File: src/rtl/scd_scad_loop_if.sv
// Bundles the CRAM controls, AR word and SCAD/FE/SC results of scd_scad_loop.
// The datapath drives through the slave modport; the microcode sequencer uses master.
interface scd_scad_loop_if #(
  parameter int WORD_W = 36,
  parameter int SC_W   = 10
);
  logic [0:WORD_W-1] AR;
  logic [0:8]        CRAM_MAGIC;
  logic [2:0]        CRAM_SCAD;
  logic [1:0]        CRAM_SCADA;
  logic [1:0]        CRAM_SCADB;
  logic              LOAD_FE;
  logic              LOAD_SC;
  logic              START;
  logic              ABORT;
  logic              DIAG_READ;
  logic [SC_W-1:0]   SCAD;
  logic              SCAD_OVF;
  logic [SC_W-1:0]   FE;
  logic [SC_W-1:0]   SC;
  logic              SC_GE_WORD;
  logic              BUSY;
  logic              STEP;
  logic              DONE;
  logic [0:WORD_W-1] EBUS;

  modport master (
    output AR, CRAM_MAGIC, CRAM_SCAD, CRAM_SCADA, CRAM_SCADB,
    output LOAD_FE, LOAD_SC, START, ABORT, DIAG_READ,
    input  SCAD, SCAD_OVF, FE, SC, SC_GE_WORD, BUSY, STEP, DONE, EBUS
  );

  modport slave (
    input  AR, CRAM_MAGIC, CRAM_SCAD, CRAM_SCADA, CRAM_SCADB,
    input  LOAD_FE, LOAD_SC, START, ABORT, DIAG_READ,
    output SCAD, SCAD_OVF, FE, SC, SC_GE_WORD, BUSY, STEP, DONE, EBUS
  );
endinterface

File: src/rtl/scd_scad_loop.sv
// Shift-count/exponent datapath: SCADA/SCADB muxes, SCAD ALU, FE/SC registers and SC countdown loop.
// Optional diagnostic EBUS readback of {BUSY, FE, SC} is enabled by defining SCD_DIAG_READ_EN.
module scd_scad_loop #(
  parameter int WORD_W = 36,
  parameter int SC_W   = 10
) (
  input  logic            clk,
  input  logic            reset_n,
  scd_scad_loop_if.slave  bus
);
  typedef enum logic {IDLE, RUN} state_t;

  // Field extraction is done at least 9 bits wide so narrow SC_W builds truncate cleanly.
  localparam int XW = (SC_W > 9) ? SC_W : 9;
  localparam logic [SC_W-1:0] WORD_LIM = SC_W'(WORD_W);

  state_t          state_q, state_d;
  logic [SC_W-1:0] fe_q, fe_d;
  logic [SC_W-1:0] sc_q, sc_d;

  logic [XW-1:0]   exp_x, pos_x, size_x, arsg_x, magic_x;
  logic [SC_W-1:0] scada, scadb, addend, scad;
  logic [SC_W:0]   sum_x;
  logic            cin, scad_ovf, step, done, busy;

  always_comb begin
    exp_x   = XW'(bus.AR[1:8]);
    pos_x   = XW'(bus.AR[0:5]);
    size_x  = XW'(bus.AR[6:11]);
    arsg_x  = XW'($signed(bus.AR[0:8]));
    magic_x = XW'($signed(bus.CRAM_MAGIC));

    case (bus.CRAM_SCADA)
      2'd0:    scada = fe_q;
      2'd1:    scada = exp_x[SC_W-1:0];
      2'd2:    scada = pos_x[SC_W-1:0];
      default: scada = magic_x[SC_W-1:0];
    endcase

    case (bus.CRAM_SCADB)
      2'd0:    scadb = sc_q;
      2'd1:    scadb = size_x[SC_W-1:0];
      2'd2:    scadb = arsg_x[SC_W-1:0];
      default: scadb = magic_x[SC_W-1:0];
    endcase
  end

  // All arithmetic ops share one adder: A + addend + cin, one guard bit for overflow.
  always_comb begin
    addend = scadb;
    cin    = 1'b0;
    case (bus.CRAM_SCAD)
      3'd2:    addend = ~scadb;
      3'd3: begin
        addend = ~scadb;
        cin    = 1'b1;
      end
      3'd6:    addend = '1;
      3'd7: begin
        addend = '0;
        cin    = 1'b1;
      end
      default: addend = scadb;
    endcase

    sum_x = {scada[SC_W-1], scada} + {addend[SC_W-1], addend} + (SC_W+1)'(cin);

    scad     = sum_x[SC_W-1:0];
    scad_ovf = sum_x[SC_W] ^ sum_x[SC_W-1];
    case (bus.CRAM_SCAD)
      3'd0: begin
        scad     = scada;
        scad_ovf = 1'b0;
      end
      3'd1: begin
        scad     = scada | scadb;
        scad_ovf = 1'b0;
      end
      3'd5: begin
        scad     = scada & scadb;
        scad_ovf = 1'b0;
      end
      default: ;
    endcase
  end

  // Loop control: ABORT wins over a step; a negative SC ends the loop with DONE.
  always_comb begin
    state_d = state_q;
    fe_d    = bus.LOAD_FE ? scad : fe_q;
    sc_d    = sc_q;
    step    = 1'b0;
    done    = 1'b0;
    case (state_q)
      IDLE: begin
        if (bus.LOAD_SC) sc_d = scad;
        if (bus.START)   state_d = RUN;
      end
      RUN: begin
        if (bus.ABORT) begin
          state_d = IDLE;
        end else if (sc_q[SC_W-1]) begin
          state_d = IDLE;
          done    = 1'b1;
        end else begin
          step = 1'b1;
          sc_d = sc_q - SC_W'(1);
        end
      end
      default: state_d = IDLE;
    endcase
  end

  always_ff @(posedge clk or negedge reset_n) begin
    if (!reset_n) begin
      state_q <= IDLE;
      fe_q    <= '0;
      sc_q    <= '0;
    end else begin
      state_q <= state_d;
      fe_q    <= fe_d;
      sc_q    <= sc_d;
    end
  end

  assign busy = (state_q == RUN);

  assign bus.SCAD       = scad;
  assign bus.SCAD_OVF   = scad_ovf;
  assign bus.FE         = fe_q;
  assign bus.SC         = sc_q;
  assign bus.SC_GE_WORD = ($signed(sc_q) >= $signed(WORD_LIM));
  assign bus.BUSY       = busy;
  assign bus.STEP       = step;
  assign bus.DONE       = done;

`ifdef SCD_DIAG_READ_EN
  assign bus.EBUS = bus.DIAG_READ ? WORD_W'({busy, fe_q, sc_q}) : '0;
  logic diag_unused;
  assign diag_unused = ^bus.AR;
`else
  assign bus.EBUS = '0;
  logic diag_unused;
  assign diag_unused = ^{bus.DIAG_READ, bus.AR};
`endif
endmodule
File: src/flat_wrapper.sv
// flat-port wrapper written by rule: the top's interface ports become plain ports
module scd_scad_loop_flat 
#(
  parameter int WORD_W = 36,
  parameter int SC_W   = 10
)
  (clk, reset_n, bus_AR, bus_CRAM_MAGIC, bus_CRAM_SCAD, bus_CRAM_SCADA, bus_CRAM_SCADB, bus_LOAD_FE, bus_LOAD_SC, bus_START, bus_ABORT, bus_DIAG_READ, bus_SCAD, bus_SCAD_OVF, bus_FE, bus_SC, bus_SC_GE_WORD, bus_BUSY, bus_STEP, bus_DONE, bus_EBUS);
  scd_scad_loop_if #(.WORD_W(WORD_W), .SC_W(SC_W)) bus_i ();
  input  logic clk;
  input  logic reset_n;
  input wire logic [$bits(bus_i.AR)-1:0] bus_AR;
  input wire logic [$bits(bus_i.CRAM_MAGIC)-1:0] bus_CRAM_MAGIC;
  input wire logic [$bits(bus_i.CRAM_SCAD)-1:0] bus_CRAM_SCAD;
  input wire logic [$bits(bus_i.CRAM_SCADA)-1:0] bus_CRAM_SCADA;
  input wire logic [$bits(bus_i.CRAM_SCADB)-1:0] bus_CRAM_SCADB;
  input wire logic [$bits(bus_i.LOAD_FE)-1:0] bus_LOAD_FE;
  input wire logic [$bits(bus_i.LOAD_SC)-1:0] bus_LOAD_SC;
  input wire logic [$bits(bus_i.START)-1:0] bus_START;
  input wire logic [$bits(bus_i.ABORT)-1:0] bus_ABORT;
  input wire logic [$bits(bus_i.DIAG_READ)-1:0] bus_DIAG_READ;
  output wire logic [$bits(bus_i.SCAD)-1:0] bus_SCAD;
  output wire logic [$bits(bus_i.SCAD_OVF)-1:0] bus_SCAD_OVF;
  output wire logic [$bits(bus_i.FE)-1:0] bus_FE;
  output wire logic [$bits(bus_i.SC)-1:0] bus_SC;
  output wire logic [$bits(bus_i.SC_GE_WORD)-1:0] bus_SC_GE_WORD;
  output wire logic [$bits(bus_i.BUSY)-1:0] bus_BUSY;
  output wire logic [$bits(bus_i.STEP)-1:0] bus_STEP;
  output wire logic [$bits(bus_i.DONE)-1:0] bus_DONE;
  output wire logic [$bits(bus_i.EBUS)-1:0] bus_EBUS;
  assign bus_i.AR = bus_AR;
  assign bus_i.CRAM_MAGIC = bus_CRAM_MAGIC;
  assign bus_i.CRAM_SCAD = bus_CRAM_SCAD;
  assign bus_i.CRAM_SCADA = bus_CRAM_SCADA;
  assign bus_i.CRAM_SCADB = bus_CRAM_SCADB;
  assign bus_i.LOAD_FE = bus_LOAD_FE;
  assign bus_i.LOAD_SC = bus_LOAD_SC;
  assign bus_i.START = bus_START;
  assign bus_i.ABORT = bus_ABORT;
  assign bus_i.DIAG_READ = bus_DIAG_READ;
  assign bus_SCAD = bus_i.SCAD;
  assign bus_SCAD_OVF = bus_i.SCAD_OVF;
  assign bus_FE = bus_i.FE;
  assign bus_SC = bus_i.SC;
  assign bus_SC_GE_WORD = bus_i.SC_GE_WORD;
  assign bus_BUSY = bus_i.BUSY;
  assign bus_STEP = bus_i.STEP;
  assign bus_DONE = bus_i.DONE;
  assign bus_EBUS = bus_i.EBUS;
  scd_scad_loop #(.WORD_W(WORD_W), .SC_W(SC_W)) u_core (.clk(clk), .reset_n(reset_n), .bus(bus_i));
endmodule
File: config.mk
export PLATFORM = sky130hd
export DESIGN_NAME = scd_scad_loop_flat
export DESIGN_NICKNAME = d
export VERILOG_FILES = /design/src/rtl/scd_scad_loop_if.sv /design/src/rtl/scd_scad_loop.sv /design/src/flat_wrapper.sv
export SDC_FILE = /design/constraint.sdc
export NUM_CORES = 1
export LEC_CHECK = 0
export ABC_AREA = 0
export CORE_ASPECT_RATIO = 0.7
export CORE_MARGIN = 3
export CORE_UTILIZATION = 45
export CTS_CLUSTER_DIAMETER = 100
export DETAILED_ROUTE_END_ITERATION = 8
export PLACE_DENSITY = 0.88
export SYNTH_ARGS = -nofsm -noshare
export SYNTH_HDL_FRONTEND = slang
export SYNTH_SLANG_ARGS = --single-unit
File: constraint.sdc
create_clock -name clk -period 6.8 [get_ports clk]
set_clock_uncertainty 0.1 [all_clocks]
set_input_delay 0.68 -clock clk [delete_from_list [all_inputs] [get_ports clk]]
set_output_delay 0.68 -clock clk [all_outputs]
set_load 0.02 [all_outputs]
==> flow_summary.json <==
{
  "synthFlopType": "dfrtp_1",
  "multi_input_area_um2": 1860,
  "drive_above_1_share_pct": 8.27,
  "start_kind": "primary input",
  "rows": 22,
  "cap_violations": 0,
  "grt-ovfl-total": 0,
  "die_area_um2": 6940,
  "maxSlewHeadroom_pct": 38.5,
  "avgSynthCellArea_um2": 8.46,
  "core-area_um2": 5510,
  "regArea_um2": 526,
  "hold_class": "flip-flop to flip-flop",
  "post-cts-setup-buffer-count": 0,
  "crit_arrival_ns": 4.87,
  "setup_viol": 0,
  "syn-cell-area_um2": 2680,
  "via_per_inst": 5.94,
  "diodes": 0,
  "grtUsageTotal_pct": 22.2,
  "vias": 2654,
  "power_density_nw_per_um2": 323,
  "synth-seq-cells": 21,
  "syn_to_final_growth_pct": 22.6,
  "finalCritPeriodShare_pct": 83.1,
  "finalCriticalPeriod_ns": 5.65,
  "ctsHtreeMaxLevel": 1,
  "ios": 130,
  "worstPathMaxFanout": 8,
  "wire_per_inst_um": 17.7,
  "reg2reg_from": "u_core.bus.SC[0]",
  "port_buffers": 68,
  "synthMuxAreaShare_pct": 13.2,
  "final_cell_mix": "clkdlybuf4s50_1, conb_1, a21oi_1",
  "r2r-end": "u_core.bus.SC[8]",
  "synth_top_family_by_area": "compound AO/OA/AOI/OAI gates",
  "ys_seq_area_share_pct": 19.6,
  "postRouteAntennaNets": 0,
  "grt_antenna_before_repair": 0,
  "path_clk_slew_ns": 0.07,
  "synth_compound_area_share_pct": 29.0,
  "worstPathRequired_ns": 6.02,
  "setup_tns_ns": 0,
  "outcome": "completed",
  "dr.pass1.iters": 5,
  "hold_violations": 0,
  "synthDistinctLibCells": 57,
  "async_flop_share_pct": 100,
  "synth_edf_count": 0,
  "slew_viol_final": 0,
  "cts_tree": "built",
  "synth_adder_area_share_pct": 6.63,
  "cp-startpoint": "bus_CRAM_SCADB[1]",
  "synthCells": 317,
  "synth_xor_area_share_pct": 1.96,
  "r2r_slack_ns": 3.32,
  "rsz0062_at_grt": "no",
  "die_x_um": 98.3,
  "dp_hpwl_um": 6310,
  "grt_max_degree": 26,
  "wl_um": 7930,
  "hold_buffers": 0,
  "leakagePower_uw": 0.00140,
  "fmax_ghz": 0.177,
  "first_iter_violations": 259,
  "start_util_pct": 48.7,
  "hold_ws_ns": 0.451,
  "max-vdd-ir-drop_mv": 0.222,
  "tightest_slew_ns": 0.920,
  "reg2reg_depth": 12,
  "synth-simple-area-share_pct": 13.7,
  "clock_path_buffers": 2,
  "crit_end": "bus_SCAD[8]",
  "clockRootBuffer": "clkbuf_8",
  "endpoint_kind": "primary output",
  "final_common_cell": "clkdlybuf4s50_1",
  "ys_warn_count": 0,
  "clkLatencyLatePin_ns": 0.26,
  "grt_pass1_vias": 2493,
  "cts_buffers": 3,
  "cts-resized-gates": 0,
  "place.gp.congestion": 0.926,
  "cts.sinks": 21,
  "drc": 0,
  "crit_type": "primary input to primary output",
  "layout.nets": 448,
  "die_h_um": 70.6,
  "grt_pass1_wl_um": 12600,
  "fill_cells": 487
}
-- layer usage --
| metal | GRT usage [%] | up-vias | share of wire [%] |
|---|---|---|---|
| met2 | 35.3 | 198 | 45 |
| met4 | 2.88 | 0 | 0.73 |
| met1 | 31.5 | 1218 | 42 |
| met3 | 5.71 | 10 | 12 |
| met5 | 0 | - | 0 |
| li1 | - | 1228 | - |
-- cells in the mapped netlist (all sizes together) (2+ instances only) --
library cell	n	area, µm²
buf	44	330
a21oi	34	178
o21ai	31	155
dfrtp	21	526
nor2	19	71.3
inv	18	67.6
nand2	13	48.8
mux4	12	270
ha	11	138
a21o	9	67.6
o21a	9	67.6
a211oi	8	60.1
nor3	8	45.0
clkbuf	7	26.3
mux2i	5	50.1
nand3	5	25.0
nand4	5	31.3
o211ai	5	37.5
and2	4	25.0
a32oi	3	26.3
and3	3	18.8
mux2	3	33.8
o2bb2ai	3	26.3
or3	3	18.8
xnor2	3	26.3
xor2	3	26.3
a22oi	2	15.0
fa	2	40.0
nand2b	2	15.0
nor3b	2	15.0
nor4b	2	23.8
o221ai	2	30.0
-- registers in the layout (all words and copies together) (netlist names) --
signal	flops
u_core.bus.SC	10
u_core.bus.FE	10
u_core.bus.BUSY	1
-- critical path: stages --
cell             delay, ns
clkdlybuf4s50_1       0.77
mux4_2                0.62
a211oi_1              0.26
a21oi_1               0.09
fa_1                  0.49
inv_1                 0.08
fa_1                  0.24
a211oi_1              0.10
o21bai_1              0.23
o21ai_0               0.19
xor2_1                0.18
o221a_2               0.29
inv_1                 0.05
clkdlybuf4s50_1       0.59
-- cell families after synthesis --
logic type                 Yosys count
buffers and inverters               69
AOI/OAI and AO/OA                  117
adders and majority gates           13
and+or+nand+nor                     70
DFF                                 21
muxes                               20
other                                1
xor gates and xnor gates             6
-- stage by stage --
step | cells | utilization, % | worst slack [ns] | instance area [µm²] | total power (µW)
after floorplan | 352 | - | 2.54 | 2810 | 699
after global placement | 443 | 58.9 | 1.23 | 3240 | 950
after detailed placement | 443 | 58.9 | 1.18 | 3240 | 969
after CTS | 447 | 59.7 | 1.16 | 3290 | 1050
after global routing | 447 | 59.7 | 0.888 | 3290 | 1130
final | 447 | 59.7 | 1.15 | 3290 | 1060
-- worst min-delay path by stage --
stage,start,to,slack [ns],cells past startpoint
after CTS,u_core.bus.FE[0],u_core.bus.FE[0],0.46,1
after floorplan,reset_n,u_core.bus.BUSY,0.28,0
final,u_core.bus.FE[0],u_core.bus.FE[0],0.45,1
after global routing,u_core.bus.FE[0],u_core.bus.FE[0],0.47,1
after global placement,u_core.bus.FE[0],u_core.bus.FE[0],0.44,1
after detailed placement,u_core.bus.FE[0],u_core.bus.FE[0],0.44,1
-- where the power goes --
| part | internal (µW) | switching [µW] |
|---|---|---|
| clock | 41.7 | 38.7 |
| combinational | 328 | 406 |
| sequential | 174 | 73.9 |
| total | 544 | 519 |
-- final cells by class --
| cell class | count | share of cell area (%) |
|---|---|---|
| clock buffer | 4 | 1.37 |
| inverter | 18 | 2.06 |
| multi-input combinational | 262 | 56.7 |
| sequential | 21 | 16.0 |
| tap | 72 | 2.74 |
| timing repair buffer | 70 | 21.2 |
Power figures use the tool's default switching activity.
